## config.mk

```make
export PLATFORM = sky130hd
export DESIGN_NAME = bmf_part_err_scan
export DESIGN_NICKNAME = d
export VERILOG_FILES = /design/src/rtl/bmf_scan_pkg.sv /design/src/rtl/bmf_err_acc.sv /design/src/rtl/bmf_part_err_scan.sv
export SDC_FILE = /design/constraint.sdc
export NUM_CORES = 1
export LEC_CHECK = 0
export BUFFER_PORTS_ARGS = -buffer_cell sky130_fd_sc_hd__buf_2
export CAP_MARGIN = 10
export CORE_UTILIZATION = 57
export DETAILED_ROUTE_END_ITERATION = 8
export GPL_TIMING_DRIVEN = 0
export PLACE_DENSITY = 0.8
export SLEW_MARGIN = 20
export SYNTH_ARGS = -nofsm -noshare
export SYNTH_HDL_FRONTEND = slang
export SYNTH_HIERARCHICAL = 1
export SYNTH_SLANG_ARGS = --single-unit
```

## constraint.sdc

```tcl
create_clock -name clk -period 4.06 [get_ports clk]
set_clock_uncertainty 0.05 [all_clocks]
set_input_delay 0.406 -clock clk [delete_from_list [all_inputs] [get_ports clk]]
set_output_delay 0.406 -clock clk [all_outputs]
set_load 0.02 [all_outputs]
```

## src/rtl/bmf_scan_pkg.sv

```systemverilog
// Shared types and width helpers for the BMF partition error-scan stage.
// BMF_HAM_HIST_EN (optional) adds a per-sample Hamming-distance histogram.
package bmf_scan_pkg;

    typedef enum logic [1:0] {IDLE, SWEEP, DRAIN, DONE} state_t;

    localparam int IN_W_D  = 9;
    localparam int OUT_W_D = 8;
    localparam int NPAT    = 1 << IN_W_D;
    localparam int HAM_W   = IN_W_D + $clog2(OUT_W_D + 1);
    localparam int ABS_W   = IN_W_D + OUT_W_D;

    function automatic int npat(input int in_w);
        return 1 << in_w;
    endfunction

    function automatic int ham_w(input int in_w, input int out_w);
        return in_w + $clog2(out_w + 1);
    endfunction

    function automatic int abs_w(input int in_w, input int out_w);
        return in_w + out_w;
    endfunction

    function automatic int unsigned popcount(input logic [31:0] v);
        int unsigned c;
        c = 0;
        for (int i = 0; i < 32; i++) c += 32'(v[i]);
        return c;
    endfunction

endpackage

```

## src/rtl/bmf_err_acc.sv

```systemverilog
// Error-metric accumulators fed by qualified approx/exact sample pairs.
// BMF_HAM_HIST_EN adds one counter per possible Hamming distance.
module bmf_err_acc
    import bmf_scan_pkg::*;
#(
    parameter int IN_W  = 9,
    parameter int OUT_W = 8
) (
    input  logic                            clk,
    input  logic                            rst_n,
    input  logic                            clr,
    input  logic                            upd,
    input  logic [OUT_W-1:0]                approx,
    input  logic [OUT_W-1:0]                exact,
`ifdef BMF_HAM_HIST_EN
    output logic [(OUT_W+1)*(IN_W+1)-1:0]   ham_hist,
`endif
    output logic [IN_W:0]                   err_cnt,
    output logic [ham_w(IN_W, OUT_W)-1:0]   ham_sum,
    output logic [abs_w(IN_W, OUT_W)-1:0]   abs_sum,
    output logic [OUT_W-1:0]                abs_max
);

    localparam int HW = ham_w(IN_W, OUT_W);
    localparam int AW = abs_w(IN_W, OUT_W);

    logic [OUT_W-1:0] diff;
    logic [HW-1:0]    pc;
    logic [OUT_W:0]   sd;
    logic [OUT_W:0]   ad;
    logic [OUT_W-1:0] a;

    // Difference taken one bit wider so the sign survives, then folded to magnitude.
    always_comb begin
        diff = approx ^ exact;
        pc   = HW'(popcount(32'(diff)));
        sd   = {1'b0, approx} - {1'b0, exact};
        ad   = sd[OUT_W] ? -sd : sd;
        a    = ad[OUT_W-1:0];
    end

    always_ff @(posedge clk or negedge rst_n) begin
        if (!rst_n) begin
            err_cnt <= '0;
            ham_sum <= '0;
            abs_sum <= '0;
            abs_max <= '0;
        end else if (clr) begin
            err_cnt <= '0;
            ham_sum <= '0;
            abs_sum <= '0;
            abs_max <= '0;
        end else if (upd) begin
            err_cnt <= err_cnt + (IN_W+1)'(diff != '0);
            ham_sum <= ham_sum + pc;
            abs_sum <= abs_sum + AW'(a);
            if (a > abs_max) abs_max <= a;
        end
    end

`ifdef BMF_HAM_HIST_EN
    for (genvar h = 0; h <= OUT_W; h++) begin : g_bin
        logic [IN_W:0] bin;
        always_ff @(posedge clk or negedge rst_n) begin
            if (!rst_n)                         bin <= '0;
            else if (clr)                       bin <= '0;
            else if (upd && pc == HW'(h))       bin <= bin + (IN_W+1)'(1);
        end
        assign ham_hist[h*(IN_W+1) +: IN_W+1] = bin;
    end
`endif

endmodule

```

## src/rtl/bmf_part_err_scan.sv

```systemverilog
// Exhaustive pattern sweep around one BMF partition: FSM, pattern counter, valid pipe.
// BMF_HAM_HIST_EN exposes the Hamming-distance histogram port.
module bmf_part_err_scan
    import bmf_scan_pkg::*;
#(
    parameter int IN_W  = 9,
    parameter int OUT_W = 8,
    parameter int LAT   = 0
) (
    input  logic                            clk,
    input  logic                            rst_n,
    input  logic                            start,
    input  logic                            pause,
    output logic [IN_W-1:0]                 pat,
    output logic                            pat_vld,
    input  logic [OUT_W-1:0]                approx_in,
    input  logic [OUT_W-1:0]                exact_in,
    output logic                            busy,
    output logic                            done,
`ifdef BMF_HAM_HIST_EN
    output logic [(OUT_W+1)*(IN_W+1)-1:0]   ham_hist,
`endif
    output logic [IN_W:0]                   err_cnt,
    output logic [ham_w(IN_W, OUT_W)-1:0]   ham_sum,
    output logic [abs_w(IN_W, OUT_W)-1:0]   abs_sum,
    output logic [OUT_W-1:0]                abs_max
);

    state_t          state, nxt;
    logic [IN_W-1:0] cnt;
    logic [IN_W-1:0] pat_q;
    logic            issue;
    logic            clr;
    logic [LAT:0]    vld_pipe;

    assign issue   = (state == SWEEP) && !pause;
    assign pat_vld = issue;
    // pat follows the counter on issue, otherwise holds the last issued pattern.
    assign pat     = issue ? cnt : pat_q;
    assign busy    = (state == SWEEP) || (state == DRAIN);
    assign done    = (state == DONE);

    if (LAT > 0) begin : g_pipe
        logic [LAT-1:0] sr;
        always_ff @(posedge clk or negedge rst_n) begin
            if (!rst_n) sr <= '0;
            else begin
                sr[0] <= pat_vld;
                for (int i = 1; i < LAT; i++) sr[i] <= sr[i-1];
            end
        end
        assign vld_pipe = {sr, pat_vld};
    end else begin : g_nopipe
        assign vld_pipe = pat_vld;
    end

    always_comb begin
        nxt = state;
        clr = 1'b0;
        case (state)
            IDLE, DONE: if (start) begin
                nxt = SWEEP;
                clr = 1'b1;
            end
            // With LAT=0 the last sample lands on the same edge that enters DONE.
            SWEEP: if (issue && &cnt) nxt = (LAT > 0) ? DRAIN : DONE;
            DRAIN: if (vld_pipe == '0) nxt = DONE;
            default: nxt = IDLE;
        endcase
    end

    always_ff @(posedge clk or negedge rst_n) begin
        if (!rst_n) begin
            state <= IDLE;
            cnt   <= '0;
            pat_q <= '0;
        end else begin
            state <= nxt;
            if (clr) cnt <= '0;
            else if (issue) begin
                cnt   <= cnt + IN_W'(1);
                pat_q <= cnt;
            end
        end
    end

    bmf_err_acc #(.IN_W(IN_W), .OUT_W(OUT_W)) u_acc (
        .clk      (clk),
        .rst_n    (rst_n),
        .clr      (clr),
        .upd      (vld_pipe[LAT]),
        .approx   (approx_in),
        .exact    (exact_in),
`ifdef BMF_HAM_HIST_EN
        .ham_hist (ham_hist),
`endif
        .err_cnt  (err_cnt),
        .ham_sum  (ham_sum),
        .abs_sum  (abs_sum),
        .abs_max  (abs_max)
    );

endmodule
```

==> insert_results.sql <==
INSERT INTO impl_metrics (metric_group, metric, value, unit) VALUES
('yosys', 'netlist-cell-type-count', '50', ''),
('yosys', 'ys_seq_area_frac', '0.379', ''),
('detailed_routing', 'avgRoutedWirePerCell', '14.9', 'um'),
('min_path', 'min_path_cells', '3', ''),
('placement', 'place.gp.congestion', '0.844', ''),
('pwr', 'vdd.ir_drop.worst', '570', 'uV'),
('pwr', 'power.density_cell_area', '732', 'nW/um^2'),
('global_route', 'global_route_wire_length_before_repair', '17.7', 'mm'),
('layout', 'stdcell_area', '5340', 'sq um'),
('placement', 'buffer_ports.inserted', '79', ''),
('clock_tree', 'clock_tree.buffer_depth', '2', ''),
('critical_path', 'critical_path.endpoint_type', 'register', ''),
('placement', 'placement.cell_area', '5030', 'sq um'),
('timing', 'fmax', '257', 'MHz'),
('detailed_routing', 'detailroute.via_count', '3886', ''),
('detailed_routing', 'finalWirelength', '10.4', 'mm'),
('yosys', 'netlist_area', '4490', 'sq um'),
('timing', 'final_min_period_over_clock_period', '0.959', ''),
('critical_path', 'critical-path-slowest-cell', 'fa_1', ''),
('critical_path', 'worst-r2r-cell-count', '14', ''),
('critical_path', 'cp.required', '4.27', 'ns'),
('yosys', 'synth-warning-count', '6', ''),
('status', 'outcome', 'finished clean', ''),
('detailed_routing', 'ant_nets', '0', ''),
('timing', 'postLayoutSetupSlackWorst', '0.168', 'ns'),
('floorplanning', 'core_region_area', '7450', 'sq um'),
('clock_tree', 'cts_tree', 'yes', ''),
('yosys', 'synth_edf_count', '0', ''),
('clock_tree', 'numClockSinks', '68', ''),
('floorplanning', 'floorplan.die_area', '8230', 'sq um'),
('layout', 'layout-area-overhead-vs-synth', '18.9', '%'),
('floorplanning', 'io-pin-count', '80', ''),
('detailed_routing', 'first_pass_iters', '5', ''),
('clock_tree', 'cts-root-buf', 'clkbuf_8', ''),
('pwr', 'leakage_power_of_the_design', '2.69', 'nW'),
('min_path', 'hold_path_class', 'in -> reg', ''),
('global_route', 'grt_util_met1', '0.328', ''),
('floorplanning', 'start_util', '0.602', ''),
('timing', 'max_slew_margin', '0.517', ''),
('yosys', 'ys_seq_elements', '68', ''),
('global_route', 'groute.layer.met3.usage', '0.0471', ''),
('layout', 'finish.net_count', '660', ''),
('global_route', 'grt_overflow', '0', ''),
('detailed_routing', 'initial_drc_count', '230', ''),
('layout', 'ant_cells', '0', ''),
('timing', 'hold_viol_final', '0', ''),
('placement', 'post_dp_hpwl', '7.81', 'mm'),
('critical_path', 'critical_path.startpoint', 'exact_in[2]', ''),
('timing', 'max_slew.worst_pin.slew', '0.720', 'ns'),
('detailed_routing', 'viasPerCell', '5.57', ''),
('critical_path', 'r2r-start', 'u_acc/ham_sum[0]', ''),
('global_route', 'grt.total_usage', '0.268', ''),
('critical_path', 'setup.worst_path.start_class', 'input pin', ''),
('yosys', 'synthesized_instance_count', '500', ''),
('job', 'cap_violations', '0', ''),
('global_route', 'grt-busiest-layer', 'met2', ''),
('placement', 'place_ws', '-0.490', 'ns'),
('yosys', 'yosysMostFrequentCell', 'dfrtp_1', ''),
('global_route', 'grt_use_met2', '0.472', ''),
('timing', 'setup_viol', '0', ''),
('floorplanning', 'die_w', '90.7', 'um'),
('critical_path', 'worstPathArrival', '4.10', 'ns'),
('yosys', 'synth.avg_cell_area', '8.97', 'sq um'),
('critical_path', 'slowest_delay', '0.53', 'ns'),
('critical_path', 'timing.critical_path.fanout_max', '5', ''),
('detailed_routing', 'detail_route.drc_violations', '0', ''),
('yosys', 'synthDominantCellAreaShare', '0.379', ''),
('floorplanning', 'row_count', '31', ''),
('pwr', 'post-layout-total-power', '3.90', 'mW'),
('timing', 'timing.final.max_slew_violations', '0', ''),
('clock_tree', 'clock_latency', '0.34', 'ns');
-- cells by family after synthesis --
family	Yosys count	share of synthesized area
buf+inv	64	0.0558
fa+ha+maj	46	0.140
simple gates	173	0.182
xor+xnor	37	0.0739
mux	17	0.0404
flops	68	0.379
compound gates	95	0.129
-- layout make-up --
cell class | count | area (sq um)
clock buffer | 14 | 193
timing repair buffer | 83 | 450
buffer | 12 | 55.1
sequential | 68 | 1700
fill | 582 | 2110
multi-input combinational | 368 | 2580
tap | 99 | 124
clock inverter | 2 | 38.8
inverter | 52 | 195
-- flip-flops by register name, indices dropped and copies added (netlist names) --
register       count
u_acc/abs_sum     17
u_acc/ham_sum     13
u_acc/err_cnt     10
cnt                9
pat_q              9
u_acc/abs_max      8
state              2
-- where the power goes --
group          leakage [nW]  internal, mW  switching, mW
logic                  1.71         0.876           1.25
clock network         0.119         0.369          0.258
registers             0.864         0.918          0.236
-- critical path: cells and delay by family --
kind,cells,cell delay (ns)
AOI/OAI and AO/OA,3,0.44
and+or+nand+nor,3,0.58
buffers and inverters,4,0.25
adders and majority gates,6,2.39
-- worst paths after layout --
path | to | slack [ns]
setup reg to reg | u_acc/ham_sum[10] | 0.25
hold reg to reg | u_acc/abs_max[2] | 0.46
hold / removal | state[0] | 0.36
min in group asynchronous | pat_q[3] | 0.46
max in group asynchronous | u_acc/ham_sum[2] | 2.96
setup / recovery | u_acc/ham_sum[10] | 0.17
-- cells in the final DEF (no fill, tap or decap), drive strengths merged, types with 2 or more instances in the layout --
cell type   n
nor2       48
mux2i       8
a21oi      32
a21o        7
xnor2      22
inv        51
a211oi      7
nor3b       3
or4         3
clkbuf     20
mux2        9
and3        2
buf        88
clkinv      2
xor2       15
a31oi       2
nor2b       5
o21ai      33
dfrtp      68
o31ai       5
nand4      10
nand2b      7
nand2      53
or2         3
ha         39
nand3      11
nor3       12
or3        11
fa          7
a22o        2
-- layer usage --
layer  part of all wire  wire [um]  up-vias
met5                  0          0        -
met4             0.0098        102        0
met3              0.044        456       13
met2               0.51       5340       92
met1               0.43       4470     1896
li1                   -          -     1885
-- what timing repair did --
item	CTS	global route
buffers inserted	1	1
setup endpoints to repair	2	20
endpoints found under the hold margin	23	0
pin swaps	1	1
gates resized for setup	2	10
hold buffers	1	0
-- through the flow --
| step | cells | util | setup TNS, ns |
|---|---|---|---|
| 3_5_place_dp | 679 | 0.676 | -3.62 |
| 5_1_grt | 698 | 0.716 | -0.0420 |
| 3_3_place_gp | 678 | 0.672 | -1.38 |
| 6_report | 698 | 0.716 | 0 |
| 4_1_cts | 697 | 0.710 | 0 |
| 2_1_floorplan | 500 | - | 0 |
Power figures use the tool's default switching activity.
